==> src/rtl/fetch_queue.sv <==
// Instruction-fetch stage: sequential imem reads into a DEPTH-entry {pc, instr} FIFO.
// Optional macro FETCH_ALIGN_CHECK_EN: forces redirect targets even and flags odd ones.
module fetch_queue #(
  parameter int unsigned       WIDTH    = 16,
  parameter int unsigned       DEPTH    = 4,
  parameter logic [WIDTH-1:0]  RESET_PC = '0
) (
  input  logic             clk,
  input  logic             rst_n,
  output logic             imem_read,
  output logic [WIDTH-1:0] imem_address,
  input  logic             imem_resp,
  input  logic [WIDTH-1:0] imem_rdata,
  input  logic             redirect,
  input  logic [WIDTH-1:0] redirect_pc,
  output logic             ir_valid,
  input  logic             ir_ready,
  output logic [WIDTH-1:0] ir_out,
  output logic [WIDTH-1:0] ir_pc,
  output logic             misaligned
);

  localparam int unsigned AW = (DEPTH > 1) ? $clog2(DEPTH) : 1;
  localparam int unsigned CW = AW + 1;

  localparam logic [1:0] IDLE   = 2'd0;
  localparam logic [1:0] BUSY   = 2'd1;
  localparam logic [1:0] SQUASH = 2'd2;

  logic [1:0]       state_q, state_d;
  logic [WIDTH-1:0] fetch_pc_q, fetch_pc_d;
  logic [WIDTH-1:0] squash_addr_q, squash_addr_d;
  logic [CW-1:0]    count_q, count_d, count_if_push;
  logic [AW-1:0]    rd_ptr_q, wr_ptr_q;
  logic [WIDTH-1:0] pc_mem    [DEPTH];
  logic [WIDTH-1:0] instr_mem [DEPTH];
  logic             push, pop;
  logic [WIDTH-1:0] target_pc;
  logic             imem_read_d;
  logic [WIDTH-1:0] imem_address_d;
  logic             misaligned_d;

  // State register
  always_ff @(posedge clk or negedge rst_n) begin
    if (!rst_n) state_q <= IDLE;
    else        state_q <= state_d;
  end

  // Next state, FIFO control and next values of the registered outputs
  always_comb begin
    state_d       = state_q;
    fetch_pc_d    = fetch_pc_q;
    squash_addr_d = squash_addr_q;
    push          = 1'b0;
    pop           = (count_q != '0) && ir_ready && !redirect;
    count_if_push = count_q + CW'(1) - CW'(pop);

`ifdef FETCH_ALIGN_CHECK_EN
    target_pc    = {redirect_pc[WIDTH-1:1], 1'b0};
    misaligned_d = redirect && redirect_pc[0];
`else
    target_pc    = redirect_pc;
    misaligned_d = 1'b0;
`endif

    case (state_q)
      IDLE: begin
        if (redirect) fetch_pc_d = target_pc;
        else if (count_q < CW'(DEPTH)) state_d = BUSY;
      end
      BUSY: begin
        if (redirect) begin
          fetch_pc_d = target_pc;
          if (imem_resp) begin
            state_d = IDLE;
          end else begin
            state_d       = SQUASH;
            squash_addr_d = fetch_pc_q;
          end
        end else if (imem_resp) begin
          push       = 1'b1;
          fetch_pc_d = WIDTH'(fetch_pc_q + WIDTH'(2));
          if (count_if_push >= CW'(DEPTH)) state_d = IDLE;
        end
      end
      SQUASH: begin
        // The stale read must still complete; a new redirect only retargets.
        if (redirect)  fetch_pc_d = target_pc;
        if (imem_resp) state_d    = IDLE;
      end
      default: state_d = IDLE;
    endcase

    count_d        = redirect ? '0 : (count_q + CW'(push) - CW'(pop));
    imem_read_d    = (state_d != IDLE);
    imem_address_d = (state_d == SQUASH) ? squash_addr_d : fetch_pc_d;
  end

  // Datapath, FIFO storage and output registers
  always_ff @(posedge clk or negedge rst_n) begin
    if (!rst_n) begin
      fetch_pc_q    <= RESET_PC;
      squash_addr_q <= RESET_PC;
      count_q       <= '0;
      rd_ptr_q      <= '0;
      wr_ptr_q      <= '0;
      imem_read     <= 1'b0;
      imem_address  <= RESET_PC;
      misaligned    <= 1'b0;
      for (int i = 0; i < DEPTH; i++) begin
        pc_mem[i]    <= '0;
        instr_mem[i] <= '0;
      end
    end else begin
      fetch_pc_q    <= fetch_pc_d;
      squash_addr_q <= squash_addr_d;
      count_q       <= count_d;
      imem_read     <= imem_read_d;
      imem_address  <= imem_address_d;
      misaligned    <= misaligned_d;
      if (redirect) begin
        rd_ptr_q <= '0;
        wr_ptr_q <= '0;
      end else begin
        if (push) begin
          pc_mem[wr_ptr_q]    <= fetch_pc_q;
          instr_mem[wr_ptr_q] <= imem_rdata;
          wr_ptr_q            <= wr_ptr_q + AW'(1);
        end
        if (pop) rd_ptr_q <= rd_ptr_q + AW'(1);
      end
    end
  end

  assign ir_valid = (count_q != '0);
  assign ir_out   = instr_mem[rd_ptr_q];
  assign ir_pc    = pc_mem[rd_ptr_q];

endmodule

==> config.mk <==
export PLATFORM = sky130hd
export DESIGN_NAME = fetch_queue
export DESIGN_NICKNAME = d
export VERILOG_FILES = /design/src/rtl/fetch_queue.sv
export SDC_FILE = /design/constraint.sdc
export NUM_CORES = 1
export LEC_CHECK = 0
export ABC_CLOCK_PERIOD_IN_PS = 5050
export CAP_MARGIN = 25
export CELL_PAD_IN_SITES_DETAIL_PLACEMENT = 1
export CELL_PAD_IN_SITES_GLOBAL_PLACEMENT = 2
export CORE_MARGIN = 3
export CORE_UTILIZATION = 43
export DETAILED_ROUTE_END_ITERATION = 12
export MAX_ROUTING_LAYER = met4
export PLACE_DENSITY_LB_ADDON = 0.1
export SLEW_MARGIN = 20
export SYNTH_ARGS = -nofsm -noshare
export SYNTH_HDL_FRONTEND = slang
export SYNTH_SLANG_ARGS = --single-unit
==> constraint.sdc <==
create_clock -name clk -period 5.05 [get_ports clk]
set_clock_uncertainty 0.2 [all_clocks]
set_input_delay 0.505 -clock clk [delete_from_list [all_inputs] [get_ports clk]]
set_output_delay 0.505 -clock clk [all_outputs]
set_load 0.02 [all_outputs]
==> run summary <==
F_max: 298 MHz
Startpoint types: flop
Boundary pin count: 88
Layout cell share with drive strength beyond 1: 35.5%
H-Tree Depth: 4
Worst-Margin Slew: 957 ps
Tightest Hold Check Type: flop to flop
Cell Area, Synth: 8640 µm²
Number of global-route vias before repair: 5979
Worst Path Arrival: 2650 ps
Yosys reg bits: 186
Reg2reg start: state_q[0]
Synthesized instance count: 624
Clock root buffer: clkbuf_16
Yosys Warn Count: 0
Ys async rst share: 100%
Crit path max fanout: 17
Core Region: 19600 µm²
Sw Ratio: 31.8%
Clock share of power: 25.0%
Synth top area cells: dfrtp_1 54%, mux2_2 20%, mux4_2 8.3%
Critical path endpoint: ir_pc[9]
Max Cap Viol: 0
Unique masters post-synth: 59
GRT Total Usage: 19.8%
Vias per cell: 5.53
Internal power consumption: 3.86 mW
Die area: 21800 µm²
Routability Congestion: 0.781
Clock tree sinks: 186
First-pass GRT wire length: 32700 µm
Switching Power: 1.80 mW
Area Growth Syn to Fin: 19.8%
Via count: 5360
Worst slew margin: 36.2%
Port Buffers: 86
Final WL: 20300 µm
Detail Route Antenna Nets: 0
Syn_area_per_cell: 13.9 µm²
Count of pins over their slew limit: 0
Leak pwr: 4.47 nW
Final Setup Violations: 0
DRC Markers: 0
Post-synthesis net count: 669
Final Critical Period: 3350 ps
Clock Latency Late Sink: 430 ps
Post-synth EDFFs: 0
TNS Setup: 0 ps
Combinational power share: 34.7%
Commonest cells in the synthesized netlist: 186 x dfrtp_1, 151 x mux2_2, 32 x mux4_2
Area after DPL: 9710 µm²
Seq pwr share: 40.3%
Detailed Route Iter0 Violations: 210
Sequential share of the synthesized area: 53.9%
CP Data Required Time: 4350 ps
Register-to-register setup slack: 1960 ps
Dpl hpwl: 13200 µm
Final Hold Fails: 0
Launch point of the critical path: rd_ptr_q[1]
Library cell with the highest instance count after synthesis: dfrtp_1
Pre-antenna DRT Iters: 4
Post-route cell area: 10400 µm²
Die width: 148 µm
Worst flop-to-flop path endpoint: count_q[2]
Largest net degree at the start of global routing: 95
Total grt overflow: 0
RSZ-0062 raised after global routing: false
Category of the most critical setup path: flop to primary output
Clock buffers created by TritonCTS: 17
Row count: 51
Outcome: finished, final reports clean
Worst VDD drop: 0.222 mV
Initial antenna violation count: 0
Period utilization: 66.4%
Ant. Diodes: 0
Top_reg_cell synth: dfrtp_1
Synth top area share: 53.9%
Power Density: 546 nW/µm²
Worst setup EP type: primary output
Initial core utilization: 44.1%
Synth area leader: dfrtp_1
WHS: 281 ps
Net count, final: 737
Die Span Y: 148 µm
Drt wl/cell: 20.9 µm
Clock slew at reported path FFs: 60 ps
CTS Buffer Depth: 2
CTS tree: yes
Worst Reg-to-Reg Cells: 8
-- state kept, by name (all words and copies together), names as in the netlist --
signal	cells
count_q	3
fetch_pc_q	16
imem_address	16
imem_read	1
instr_mem	64
pc_mem	64
rd_ptr_q	2
squash_addr_q	16
state_q	2
wr_ptr_q	2
-- power by group through the flow --
stage | Clock, mW | Combinational [mW] | Sequential (mW)
5_1_grt | 1.52 | 2.11 | 2.35
2_1_floorplan | 0 | 1.30 | 2.16
3_5_place_dp | 0 | 1.99 | 2.31
4_1_cts | 1.45 | 2.00 | 2.29
6_report | 1.41 | 1.96 | 2.28
3_3_place_gp | 0 | 1.88 | 2.30
-- cell families (layout without fill, tap and decap cells) --
| family | Yosys count | after routing | synth area share [%] |
|---|---|---|---|
| adder cells (fa/ha/maj) | 8 | 8 | 1.24 |
| buffers and inverters | 60 | 141 | 3.24 |
| other | 1 | 1 | 0.0434 |
| XOR/XNOR | 6 | 6 | 0.608 |
| flip-flops | 186 | 186 | 53.9 |
| multiplexers | 189 | 189 | 28.7 |
| AO/OA/AOI/OAI | 53 | 53 | 4.49 |
| AND/OR/NAND/NOR | 121 | 121 | 7.82 |
-- cell type report --
type | instances | area [µm²]
clock buffer | 21 | 470
clock inverter | 11 | 164
fill | 1948 | 9230
inverter | 9 | 33.8
multi-input combinational | 378 | 3720
sequential | 186 | 4660
tap | 265 | 332
timing repair buffer | 100 | 977
-- critical path, cell delays in order, from the launching register on --
cell	delay [ps]
dfrtp_1	900
buf_4	400
mux4_2	360
clkdlybuf4s50_1	560
-- layer usage --
metal  vias to the layer above  track usage [%]  part of all wire, %
li1                       2414                -                    -
met1                      2838             25.5                   44
met2                        92             33.4                   52
met3                        16             3.53                  2.8
met4                         0             4.15                 0.97
met5                         -                -                    0
-- stage by stage --
stage,cells,setup slack (ps),power [mW],util [%]
global placement,936,1820,4.18,49.5
floorplan,624,2360,3.45,-
CTS,970,1580,5.73,52.9
finish,970,1700,5.66,52.9
detailed placement,937,1840,4.30,49.6
global route,970,1550,5.97,52.9
-- how the worst min path moves through the flow --
stage | slack [ps] | endpoint | cells after the start | startpoint
final | 280 | pc_mem[28] | 2 | pc_mem[28]
after global routing | 310 | pc_mem[28] | 2 | pc_mem[28]
after CTS | 290 | wr_ptr_q[1] | 2 | redirect
after detailed placement | 270 | pc_mem[28] | 2 | pc_mem[28]
after global placement | 260 | pc_mem[44] | 2 | pc_mem[44]
after floorplan | 9 | count_q[0] | 0 | rst_n
-- placed cells by master, fill, tap and decap left out, types with 6 or more instances in the layout --
cell type | Yosys | layout
nor3_1 | 7 | 7
clkbuf_16 | 0 | 17
o21ai_0 | 10 | 10
inv_1 | 8 | 8
ha_1 | 7 | 7
nor2_1 | 31 | 31
clkdlybuf4s50_1 | 0 | 84
nand2b_1 | 6 | 6
o221ai_1 | 6 | 6
nand3_1 | 7 | 7
buf_4 | 4 | 12
mux2i_1 | 6 | 6
mux2_2 | 151 | 151
o31ai_1 | 6 | 6
nand2_1 | 29 | 29
dfrtp_1 | 186 | 185
mux4_2 | 32 | 32
-- repair_timing --
item	CTS	global route
gates resized for setup	0	0
endpoints found under the hold margin	13	0
buffers inserted	0	0
hold buffers	1	0
Power figures use the tool's default switching activity.
==> edit, RTL diff (same settings) <==
Reset style: synchronous (`rst_n`), changed in 2 clocked blocks.
--- a/src/rtl/fetch_queue.sv
+++ b/src/rtl/fetch_queue.sv
@@ -41,7 +41,7 @@
   logic             misaligned_d;
 
   // State register
-  always_ff @(posedge clk or negedge rst_n) begin
+  always_ff @(posedge clk) begin
     if (!rst_n) state_q <= IDLE;
     else        state_q <= state_d;
   end
@@ -97,7 +97,7 @@
   end
 
   // Datapath, FIFO storage and output registers
-  always_ff @(posedge clk or negedge rst_n) begin
+  always_ff @(posedge clk) begin
     if (!rst_n) begin
       fetch_pc_q    <= RESET_PC;
       squash_addr_q <= RESET_PC;
Formal check against the unedited RTL: differs if rst_n is asserted again (counterexample within 4 cycles, from zero or initial values and one cycle with rst_n low); with rst_n held inactive, the same outputs for 4 cycles.
==> edit against the unedited design <==
Sequential cell count grew 2. Worst setup slack lost 140 ps. Area after synthesis shrank 2.1%. Design area shrank 1.5%. Routed wire length shrank 0.58%. Via count shrank 0.86%. Cell count grew 3.2%.
Power is not compared: it rests on default switching activity, and its combinational part moved more than twofold at a synthesized area within 25%.
==> edit: results (changes against the unedited design) <==
[detailed_routing]
wl_met3_um=790  ; +37%
met2_length_um=10600  ; +0.97%
top_layer_used=met4
routed_via_density=5.309  ; -3.9%
drt_iter0_drc=197  ; -6.2%
firstDrtPassIters=5  ; +1
wl_um=20190  ; -0.58%
wl_met1_um=8589  ; -5.0%

[layout]
nFillCells=1944  ; -0.21%
final-seq-area_um2=5046  ; +8.4%
fin_cells=1001  ; +3.2%
layout.nets=769  ; +4.3%
post_route_cells_drive_above_1_share_pct=13.23  ; -22 points

[pwr]
p_leak_nw=3.662
power_switching_mw=0.7927
peakVddDrop_uv=220.9
seq-power_mw=1.75
p_seq_share_pct=51.2

[timing]
relSlewSlack_pct=47.72  ; +12 points

[global_routing]
grt_max_degree=36  ; -62%
grt_pass1_wl_um=32800  ; +0.40%
gr-usage-met2_pct=36.05  ; +2.7 points
antenna_found_initial=0  ; unchanged
met3_usage_pct=2.762  ; -0.76 points
grt_use_met1_pct=24.01  ; -1.4 points
grt_pass1_vias=5953  ; -0.43%
grtUsageTotal_pct=20.39  ; +0.58 points

[hold_path]
hold_start=squash_addr_q[8]$_SDFF_PN0_

[logic_synthesis]
avgSynthCellArea_um2=12.90  ; -6.9%
ys.warnings.count=0  ; unchanged
seq_area_frac_synth_pct=59.63  ; +5.8 points
synth_edf_count=128  ; +128
synthTopCellsByArea=edfxtp_1 (45%), dfxtp_1 (14%), and2_1 (10%), mux4_2 (8.5%), mux2i_1 (2.6%)
synth_common_cells=and2_1 (137), edfxtp_1 (128), dfxtp_1 (60)
synth_nets=697  ; +4.2%
synth.most_common_cell=and2_1
synthFlopType=edfxtp_1
async_reset_ff_share_pct=0  ; -100 points
synth.distinct_cells=64  ; +8.5%

[worst_setup_path]
cp_data_arrival_time_ps=2790  ; +140 ps
critPathMaxStageDelay_ps=770  ; -130 ps
rr_startpoint=state_q[1]$_SDFF_PN0_
crit_type=reg -> out
crit_fanout=18  ; +1
cpLargestDelayFamily=buffers and inverters
critPathSlowestCell=dfxtp_2

[placement]
dp_worst_setup_slack_ps=1600  ; -242.3 ps
gp_congestion=0.7936  ; +1.6%
dp.cells=969  ; +3.4%
hpwlAfterDp_um=12740  ; -3.7%
placedInstanceArea_um2=9584  ; -1.3%
io_buffers=86  ; unchanged

[clock_tree]
cts_resized=0  ; unchanged
worstSkewPairLatency_ps=440
post_cts_buffers=0  ; unchanged
h-tree-depth=4  ; unchanged

[outcome]
status=complete, no violations

edit: kinds of logic (layout without fill, tap and decap cells):
kind of cell	count (synthesis)	after routing	share of synthesized area (%)
AOI/OAI and AO/OA	68	68	5.827
xor gates and xnor gates	14	14	1.449
adders and majority gates	4	4	0.6803
buffers and inverters	58	143	3.105
DFF	188	188	59.63
muxes	55	55	11.25
other	1	1	0.04432
and+or+nand+nor	268	268	18.01
edit: worst paths after layout:
| kind | slack [ps] | endpoint | cells past startpoint |
|---|---|---|---|
| setup reg to reg | 1980 | count_q[2]$_SDFF_PP0_ | 11 |
| hold / removal | 290 | squash_addr_q[8]$_SDFF_PN0_ | 2 |
| setup / recovery | 1550 | ir_out[7] | 3 |
| hold reg to reg | 290 | squash_addr_q[8]$_SDFF_PN0_ | 2 |
edit: layout make-up:
cell class	instances	area share, %
timing repair buffer	103	9.694
multi-input combinational	410	31.33
clock buffer	17	4.172
inverter	8	0.2945
tap	260	3.191
sequential	188	49.49
clock inverter	15	1.828
